### src/rtl/wave_player_pkg.sv
// Shared types and helpers for the waveform ROM player.
// Optional macro WAVE_QUARTER_EN selects a quarter-period ROM; it changes the
// ROM address width returned by rom_aw().
package wave_player_pkg;

   typedef enum logic [1:0] {
      IDLE  = 2'd0,
      RUN   = 2'd1,
      FLUSH = 2'd2
   } state_e;

   // ROM address width for a given logical phase width.
   function automatic int unsigned rom_aw(input int unsigned addr_w);
`ifdef WAVE_QUARTER_EN
      return addr_w - 2;
`else
      return addr_w;
`endif
   endfunction

endpackage

### src/rtl/wave_rom_player_tick_gen.sv
// Sample-strobe divider for the waveform player.
// Ports:
//   clk, rst_n : clock and asynchronous active-low reset
//   clr_i      : synchronous clear of the counter (wins over enable)
//   en_i       : count enable
//   tick_c     : combinational 1-cycle strobe when the counter is at DIV-1
module tick_gen #(
   parameter int unsigned DIV = 1000
) (
   input  logic clk,
   input  logic rst_n,
   input  logic clr_i,
   input  logic en_i,
   output logic tick_c
);

   localparam int unsigned CNT_W = (DIV > 1) ? $clog2(DIV) : 1;

   logic [CNT_W-1:0] cnt_q;
   logic [CNT_W-1:0] cnt_d;
   logic             at_end;

   assign at_end = (cnt_q == CNT_W'(DIV - 1));
   assign tick_c = en_i & at_end;

   // Count 0..DIV-1 and wrap while enabled.
   always_comb begin
      cnt_d = cnt_q;
      if (clr_i) begin
         cnt_d = '0;
      end else if (en_i) begin
         cnt_d = at_end ? '0 : cnt_q + CNT_W'(1);
      end
   end

   always_ff @(posedge clk or negedge rst_n) begin
      if (!rst_n) begin
         cnt_q <= '0;
      end else begin
         cnt_q <= cnt_d;
      end
   end

endmodule

### src/rtl/wave_rom_player.sv
// Waveform sequencer: ticks a phase accumulator, reads a 1-cycle-latency
// synchronous ROM once per tick and presents one sample per read.
// Optional macro WAVE_QUARTER_EN: ROM holds a quarter period; the full period
// is rebuilt by mirroring the address and negating the second half.
// Ports:
//   clk, rst_n      : clock, asynchronous active-low reset
//   start, stop     : 1-cycle control pulses (stop wins over start in IDLE)
//   mode_loop, step : playback mode and phase increment, sampled at start
//   rom_en/rom_addr : ROM read request, one pulse per tick
//   rom_data        : ROM read data, valid the cycle after rom_en
//   sample          : held sample; shows the new value while sample_valid
//   sample_valid    : 1-cycle strobe, one cycle after rom_en
//   busy, done      : activity flag and end-of-playback pulse
module wave_rom_player
   import wave_player_pkg::*;
#(
   parameter  int unsigned DATA_W   = 32,
   parameter  int unsigned ADDR_W   = 6,
   parameter  int unsigned TICK_DIV = 1000,
   localparam int unsigned ROM_AW   = rom_aw(ADDR_W)
) (
   input  logic              clk,
   input  logic              rst_n,
   input  logic              start,
   input  logic              stop,
   input  logic              mode_loop,
   input  logic [ADDR_W-1:0] step,
   output logic              rom_en,
   output logic [ROM_AW-1:0] rom_addr,
   input  logic [DATA_W-1:0] rom_data,
   output logic [DATA_W-1:0] sample,
   output logic              sample_valid,
   output logic              busy,
   output logic              done
);

   state_e            state_q, state_d;
   logic [ADDR_W-1:0] phase_q, phase_d;
   logic [ADDR_W-1:0] step_q, step_d;
   logic              loop_q, loop_d;
   logic              rom_en_q, rom_en_d;
   logic [ROM_AW-1:0] rom_addr_q, rom_addr_d;
   logic              sample_valid_q, sample_valid_d;
   logic [DATA_W-1:0] sample_q, sample_d;
   logic              busy_q, busy_d;
   logic              done_q, done_d;

   logic              tick;
   logic              cnt_clr;
   logic [ADDR_W:0]   phase_sum;
   logic [ROM_AW-1:0] addr_map;
   logic [DATA_W-1:0] sample_new;

   tick_gen #(
      .DIV (TICK_DIV)
   ) u_tick_gen (
      .clk    (clk),
      .rst_n  (rst_n),
      .clr_i  (cnt_clr),
      .en_i   (state_q == RUN),
      .tick_c (tick)
   );

   // Extra top bit is the one-shot end-of-period carry.
   assign phase_sum = {1'b0, phase_q} + {1'b0, step_q};

`ifdef WAVE_QUARTER_EN
   // Quadrant bit ADDR_W-2 mirrors the table; ADDR_W-1 selects negation,
   // carried alongside the read so it lines up with rom_data.
   logic [ROM_AW-1:0] quarter_idx;
   logic              neg_a_q, neg_a_d;
   logic              neg_d_q, neg_d_d;

   assign quarter_idx = phase_q[ROM_AW-1:0];
   assign addr_map    = phase_q[ADDR_W-2] ? ~quarter_idx : quarter_idx;
   assign sample_new  = neg_d_q ? -rom_data : rom_data;

   always_comb begin
      neg_a_d = neg_a_q;
      neg_d_d = neg_a_q;
      if (rom_en_d) begin
         neg_a_d = phase_q[ADDR_W-1];
      end
   end

   always_ff @(posedge clk or negedge rst_n) begin
      if (!rst_n) begin
         neg_a_q <= 1'b0;
         neg_d_q <= 1'b0;
      end else begin
         neg_a_q <= neg_a_d;
         neg_d_q <= neg_d_d;
      end
   end
`else
   assign addr_map   = phase_q;
   assign sample_new = rom_data;
`endif

   // Next-state and output logic.
   always_comb begin
      state_d        = state_q;
      phase_d        = phase_q;
      step_d         = step_q;
      loop_d         = loop_q;
      rom_en_d       = 1'b0;
      rom_addr_d     = rom_addr_q;
      sample_valid_d = rom_en_q;
      sample_d       = sample_valid_q ? sample_new : sample_q;
      done_d         = 1'b0;
      cnt_clr        = 1'b0;

      unique case (state_q)
         IDLE: begin
            if (start && !stop) begin
               state_d = RUN;
               phase_d = '0;
               step_d  = (step == '0) ? ADDR_W'(1) : step;
               loop_d  = mode_loop;
               cnt_clr = 1'b1;
            end
         end
         RUN: begin
            if (tick) begin
               // The tick read is issued even when stop arrives with it.
               rom_en_d   = 1'b1;
               rom_addr_d = addr_map;
               phase_d    = phase_sum[ADDR_W-1:0];
               if (stop || (!loop_q && phase_sum[ADDR_W])) begin
                  state_d = FLUSH;
               end
            end else if (stop) begin
               state_d = FLUSH;
            end
         end
         FLUSH: begin
            // Wait until no read is pending in the ROM.
            if (!rom_en_q) begin
               state_d = IDLE;
               done_d  = 1'b1;
            end
         end
         default: begin
            state_d = IDLE;
         end
      endcase

      busy_d = (state_d != IDLE);
   end

   always_ff @(posedge clk or negedge rst_n) begin
      if (!rst_n) begin
         state_q        <= IDLE;
         phase_q        <= '0;
         step_q         <= '0;
         loop_q         <= 1'b0;
         rom_en_q       <= 1'b0;
         rom_addr_q     <= '0;
         sample_valid_q <= 1'b0;
         sample_q       <= '0;
         busy_q         <= 1'b0;
         done_q         <= 1'b0;
      end else begin
         state_q        <= state_d;
         phase_q        <= phase_d;
         step_q         <= step_d;
         loop_q         <= loop_d;
         rom_en_q       <= rom_en_d;
         rom_addr_q     <= rom_addr_d;
         sample_valid_q <= sample_valid_d;
         sample_q       <= sample_d;
         busy_q         <= busy_d;
         done_q         <= done_d;
      end
   end

   assign rom_en       = rom_en_q;
   assign rom_addr     = rom_addr_q;
   assign sample_valid = sample_valid_q;
   // ROM data arrives in the valid cycle, so it is bypassed straight out then.
   assign sample       = sample_valid_q ? sample_new : sample_q;
   assign busy         = busy_q;
   assign done         = done_q;

endmodule

### config.mk
export PLATFORM = sky130hd
export DESIGN_NAME = wave_rom_player
export DESIGN_NICKNAME = d
export VERILOG_FILES = /design/src/rtl/wave_player_pkg.sv /design/src/rtl/wave_rom_player_tick_gen.sv /design/src/rtl/wave_rom_player.sv
export SDC_FILE = /design/constraint.sdc
export NUM_CORES = 1
export LEC_CHECK = 0
export CAP_MARGIN = 40
export CORE_MARGIN = 2
export CORE_UTILIZATION = 55
export DETAILED_ROUTE_END_ITERATION = 6
export DONT_BUFFER_PORTS = 1
export PLACE_DENSITY = 0.7
export SYNTH_ARGS = -nofsm -noshare
export SYNTH_HDL_FRONTEND = slang
export SYNTH_SLANG_ARGS = --single-unit
export TNS_END_PERCENT = 20
### constraint.sdc
create_clock -name clk -period 2.4 [get_ports clk]
set_input_delay 0.48 -clock clk [delete_from_list [all_inputs] [get_ports clk]]
set_output_delay 0.48 -clock clk [all_outputs]
set_load 0.02 [all_outputs]
After elaboration in Yosys (flattened, before gate mapping):

Index checks and enable logic that the tools add are counted.

* input bits: 43
* output and inout bits: 42
* word-level logic and storage cells: 52
* bits in registers: 67

* equality and inequality tests: 5
* bitwise operators: 1
* reduce and logical (&&, ||, !) cells: 13
* add/sub/neg operators: 2
* muxes and demuxes: 20

Operator list (count)
* $mux 32: 1
* $mux 10: 3
* $mux 6: 3
* $pmux 6 s2: 1
* $add 10x1->10 const B: 1
* $eq 10x10->1 const B: 1
* $mux 2: 5
* $add 6x6->7: 1
* $logic_not 6->1: 1
* $mux 1: 6
* $pmux 2 s3: 1
* $reduce_bool 2->1: 3
* $ne 2x2->1 const B: 2
* $reduce_and 2->1: 2
* $reduce_and 3->1: 1
* $eq 2x1->1 const B: 1
* $eq 2x2->1 const B: 1
* $logic_and 1x1->1: 2
* $logic_not 1->1: 2
* $logic_not 2->1: 1
* $and 1x1->1: 1
* $logic_or 1x1->1: 1

Logic depth before layout (Yosys ltp):

* depth in word-level cells: 7
* gate-level depth with buffers: 8
* mapped depth without buffers: 8

Hierarchy:

From an unflattened synthesis, not the netlist that was laid out.

* cell total of the unflattened synthesis: 242
* area total of the unflattened synthesis: 2947.8 µm²

By module, submodules not included
* wave_rom_player: area an instance 2378.5 µm², instances 1, sequential area each 1426.4 µm², cells each 181
* tick_gen: area an instance 569.3 µm², instances 1, sequential area each 250.2 µm², cells each 61

Worst setup path before layout:

OpenSTA, ideal clock, no wires.

* kind: reg-to-reg
* from: register phase_q[0], in the netlist addr_map[0]
* to: register busy_q, in the netlist busy
* setup slack: 0.437 ns
* buffers on the path: 0
* library setup time: 0.131 ns
* arrival time: 1.832 ns
* clock period less this slack: 1.963 ns
* stages on the path, launching flop included: 9
* data required time: 2.269 ns
* cells stage by stage: dfrtp_1 ha_1 inv_1 fa_1 nor2b_1 o31ai_1 a211oi_1 a211oi_1 or3_1

* longest elaborated chain between the ends: 7

Ends and longest elaborated chain
* start: declaration: RTL line wave_rom_player.sv:38 `logic [ADDR_W-1:0] phase_q, phase_d;`
* start signal: assignment: RTL line wave_rom_player.sv:165 `phase_q <= phase_d;`
* $add 6x6->7: RTL line wave_rom_player.sv:65 `assign phase_sum = {1'b0, phase_q} + {1'b0, step_q};`
* $logic_and 1x1->1: RTL line wave_rom_player.sv:129 `if (stop || (!loop_q && phase_sum[ADDR_W])) begin`
* $logic_or 1x1->1: RTL line wave_rom_player.sv:129
* $mux 2: RTL line wave_rom_player.sv:129
* $mux 2: RTL line wave_rom_player.sv:124 `if (tick) begin`
* $pmux 2 s3: RTL line wave_rom_player.sv:113 `unique case (state_q)`
* $reduce_bool 2->1: RTL line wave_rom_player.sv:148 `busy_d = (state_d != IDLE);`
* named net busy_d: RTL line wave_rom_player.sv:45 `logic busy_q, busy_d;`
* end signal: assignment: RTL line wave_rom_player.sv:172 `busy_q <= busy_d;`
* end: declaration: RTL line wave_rom_player.sv:45

The timed path passes the listed nets, and every way through them passes these cells.
A chain may end at the register's enable or synchronous reset.

Worst setup path after layout:

* from: register phase_q[0], in the netlist addr_map[0]
* to: register busy_q, in the netlist busy

* longest elaborated chain between the ends: 7

Ends and longest elaborated chain
* $add 6x6->7: RTL line wave_rom_player.sv:65
* $logic_and 1x1->1: RTL line wave_rom_player.sv:129
* $logic_or 1x1->1: RTL line wave_rom_player.sv:129
* $mux 2: RTL line wave_rom_player.sv:129
* $mux 2: RTL line wave_rom_player.sv:124
* $pmux 2 s3: RTL line wave_rom_player.sv:113
* named net state_d[1]: RTL line wave_rom_player.sv:37 `state_e state_q, state_d;`
* $reduce_bool 2->1: RTL line wave_rom_player.sv:148
* named net busy_d: RTL line wave_rom_player.sv:45

The timed path passes the listed nets, and every way through them passes these cells.

==> flow_metrics.env <==
export IMPL_outcome="completed"
export IMPL_min_path_type="in -> async"
export IMPL_min_period_ns=2.24
export IMPL_die_area_um2=5850
export IMPL_synth_area_um2=2890
export IMPL_port_buffers=0
export IMPL_finalCritPeriodShare_pct=93.4
export IMPL_grt_pass1_wl_mm=9.18
export IMPL_critPathKind="reg -> reg"
export IMPL_cp_start_kind="register"
export IMPL_n_antenna_cell=0
export IMPL_synth_cell_type_count=35
export IMPL_netlist_area_leader_share_pct=58.0
export IMPL_drt_total_wl_mm=5.47
export IMPL_max_stage_delay_ns=0.41
export IMPL_slowest_stage="dfrtp_1"
export IMPL_finalMaxSlewViolations=0
export IMPL_grt_max_degree=68
export IMPL_nets=299
export IMPL_cts_made_buffers=9
export IMPL_crit_chain="ha_1 -> inv_1 -> fa_1 -> nor2b_1 -> o31ai_1 -> a211oi_2 -> a31o_2 -> or3_1"
export IMPL_die_x_um=76.5
export IMPL_syn_inst=239
export IMPL_max_slew_worst_pin_slew_ns=0.508
export IMPL_gr_total_overflow=0
export IMPL_tns_ns=0
export IMPL_cts_tree="built"
export IMPL_yosys_warnings=0
export IMPL_synthesis_nets=290
export IMPL_max_clock_freq_mhz=446
export IMPL_drc_errors=0
export IMPL_initial_utilization_pct=57.0
export IMPL_whs_ns=0.00484
export IMPL_ys_ff_latch=67
export IMPL_cts_max_level=3
export IMPL_clock_latency_ns=0.34
export IMPL_cts_sinks=67
export IMPL_path_clk_slew_ns=0.07
export IMPL_post_dp_hpwl_mm=3.91
export IMPL_maxCapViolations=0
export IMPL_p_leak_nw=1.55
export IMPL_endpoint_kind="register"
export IMPL_core_area_um2=5070
export IMPL_route_antenna_remaining_nets=0
export IMPL_r2r_cells=8
export IMPL_areaGrowthSynthToFinish_pct=11.4
export IMPL_powerDensity_nw_per_um2=763
export IMPL_drt_iter0_drc=98
export IMPL_crit_fanout=3
export IMPL_slew_headroom_pct=66.0
export IMPL_drive_gt1_share_pct=24.9
export IMPL_grt_pass1_vias=1790
export IMPL_io_pins=85
export IMPL_wl_per_cell_um=16.9
export IMPL_setup_viol=0
export IMPL_dr_pass1_iters=4
export IMPL_timing_rr_end="busy"
export IMPL_yosysSeqAreaShare_pct=58.0
export IMPL_synth_area_per_cell_um2=12.1
export IMPL_setup_worst_path_start="addr_map[0]"
export IMPL_cts_path_max_buffers=2
export IMPL_via_count=1771
export IMPL_via_per_inst=5.48
export IMPL_gp_congestion=0.754
export IMPL_critical_path_required_ns=2.61
export IMPL_cts_setup_buffers=0
export IMPL_synth_area_leader_cell="dfrtp_1"
export IMPL_grt_setup_unrepaired="false"
export IMPL_crit_arrival_ns=2.45
export IMPL_row_count=26
export IMPL_synthTopCellsByArea="dfrtp_1 (58%), mux2_2 (14%), nand2_1 (4.2%), o21ai_0 (4.0%), ha_1 (3.0%)"
export IMPL_root_buffer="clkbuf_8"
export IMPL_hold_viol=0
export IMPL_antenna_found_initial=0
export IMPL_regToRegSetupSlack_ns=0.16
export IMPL_rr_startpoint="addr_map[0]"
export IMPL_vdd_ir_drop_max_v=0.000459
export IMPL_fin_worst_skew_ns=0.00715
export IMPL_die_h_um=76.5
export IMPL_track_usage_pct=20.5
-- Yosys cell counts, drive strengths merged --
cell and number:
xor2 3, nand2 32, a22o 3, nor4b 1
o21ai 23, nand2b 3, o31ai 3, nor2b 4
mux2 37, nor3 3, o21bai 1, a21o 2
and4 1, fa 1, nor2 9, ha 7
nand3 5, nand4 1, or2 1, or4 1
dfrtp 67, a31oi 2, a211oi 3, a31o 1
buf 3, or3 2, clkbuf 3, and3 4
o21a 1, inv 5, nand4bb 1, a21oi 6
-- stage by stage --
stage / cell area, um^2 / std cells / worst slack [ns] / total power, mW / util, %
3_5_place_dp: 2980 / 306 / 0.248 / 1.47 / 58.7
3_3_place_gp: 2980 / 306 / 0.333 / 1.46 / 58.7
5_1_grt: 3220 / 323 / 0.0313 / 2.58 / 63.4
6_report: 3220 / 323 / 0.159 / 2.46 / 63.4
2_1_floorplan: 2890 / 239 / 0.437 / 1.41 / -
4_1_cts: 3210 / 323 / 0.111 / 2.48 / 63.3
-- cells in the final DEF (no fill, tap or decap), types with 3 or more instances in the layout --
master     n
a22o_1     3
buf_4      3
nand2_1   32
o21ai_0   23
ha_1       7
clkbuf_8   9
mux2_2    37
a21oi_1    6
nor2b_1    4
dfrtp_1   67
and3_1     3
nand3_1    4
nor3_1     3
inv_1      5
nor2_1     9
xor2_1     3
nand2b_1   3
-- how the worst max path moves through the flow --
stage	to	slack (ns)
2_1_floorplan	busy	0.44
3_3_place_gp	busy	0.33
3_5_place_dp	busy	0.25
4_1_cts	busy	0.11
5_1_grt	busy	0.03
6_report	busy	0.16
-- state kept, by name (all words and copies together) (netlist names) --
name and cells:
sample_valid 1, sample_q 32, done 1, loop_q 1
addr_map 6, state_q 2, u_tick_gen.cnt_q 10, busy 1
rom_en 1, step_q 6, rom_addr 6
-- repair_timing --
item / CTS / global route
endpoints found under the hold margin: 67 / 0
hold buffers: 1 / 0
setup endpoints to repair: 0 / 2
resized for setup: 0 / 1
-- cell families (layout without fill, tap and decap cells) --
| kind of cell | count (synthesis) | in the layout | synth area share, % |
|---|---|---|---|
| AOI/OAI and AO/OA | 45 | 45 | 9.44 |
| adders and majority gates | 8 | 8 | 3.72 |
| buffers and inverters | 11 | 25 | 1.43 |
| and+or+nand+nor | 68 | 68 | 12.1 |
| xor gates and xnor gates | 3 | 3 | 0.909 |
| muxes | 37 | 37 | 14.4 |
| DFF | 67 | 67 | 58.0 |
-- critical path, delay by kind of cell (launching register included) --
kind	cells	cell delay, ns
AO/OA/AOI/OAI	3	0.76
adder cells (fa/ha/maj)	2	0.41
buffers and inverters	1	0.07
flip-flops	1	0.41
AND/OR/NAND/NOR	2	0.46
-- power breakdown --
group	total, mW	switching (mW)	internal (mW)
clock network	0.981	0.400	0.582
registers	1.24	0.0545	1.19
logic	0.229	0.129	0.100
total	2.46	0.583	1.87
-- metal layers --
metal,vias to the layer above,GRT usage [%],part of all wire [%]
met5,-,0,0
met4,0,9.27,1.6
met1,828,28.3,48
met3,12,6.28,7.2
li1,858,-,-
met2,73,29.9,44
-- area by class of cell --
class                   count  area (um^2)
clock inverters             5         77.6
multi-input cells         161         1180
clock buffers              11          131
fillers                   396         1860
well taps                  70         87.6
inverters                   5         18.8
flip-flops and latches     67         1680
repair buffers              4         50.0
(Power assumes the default switching activity.)
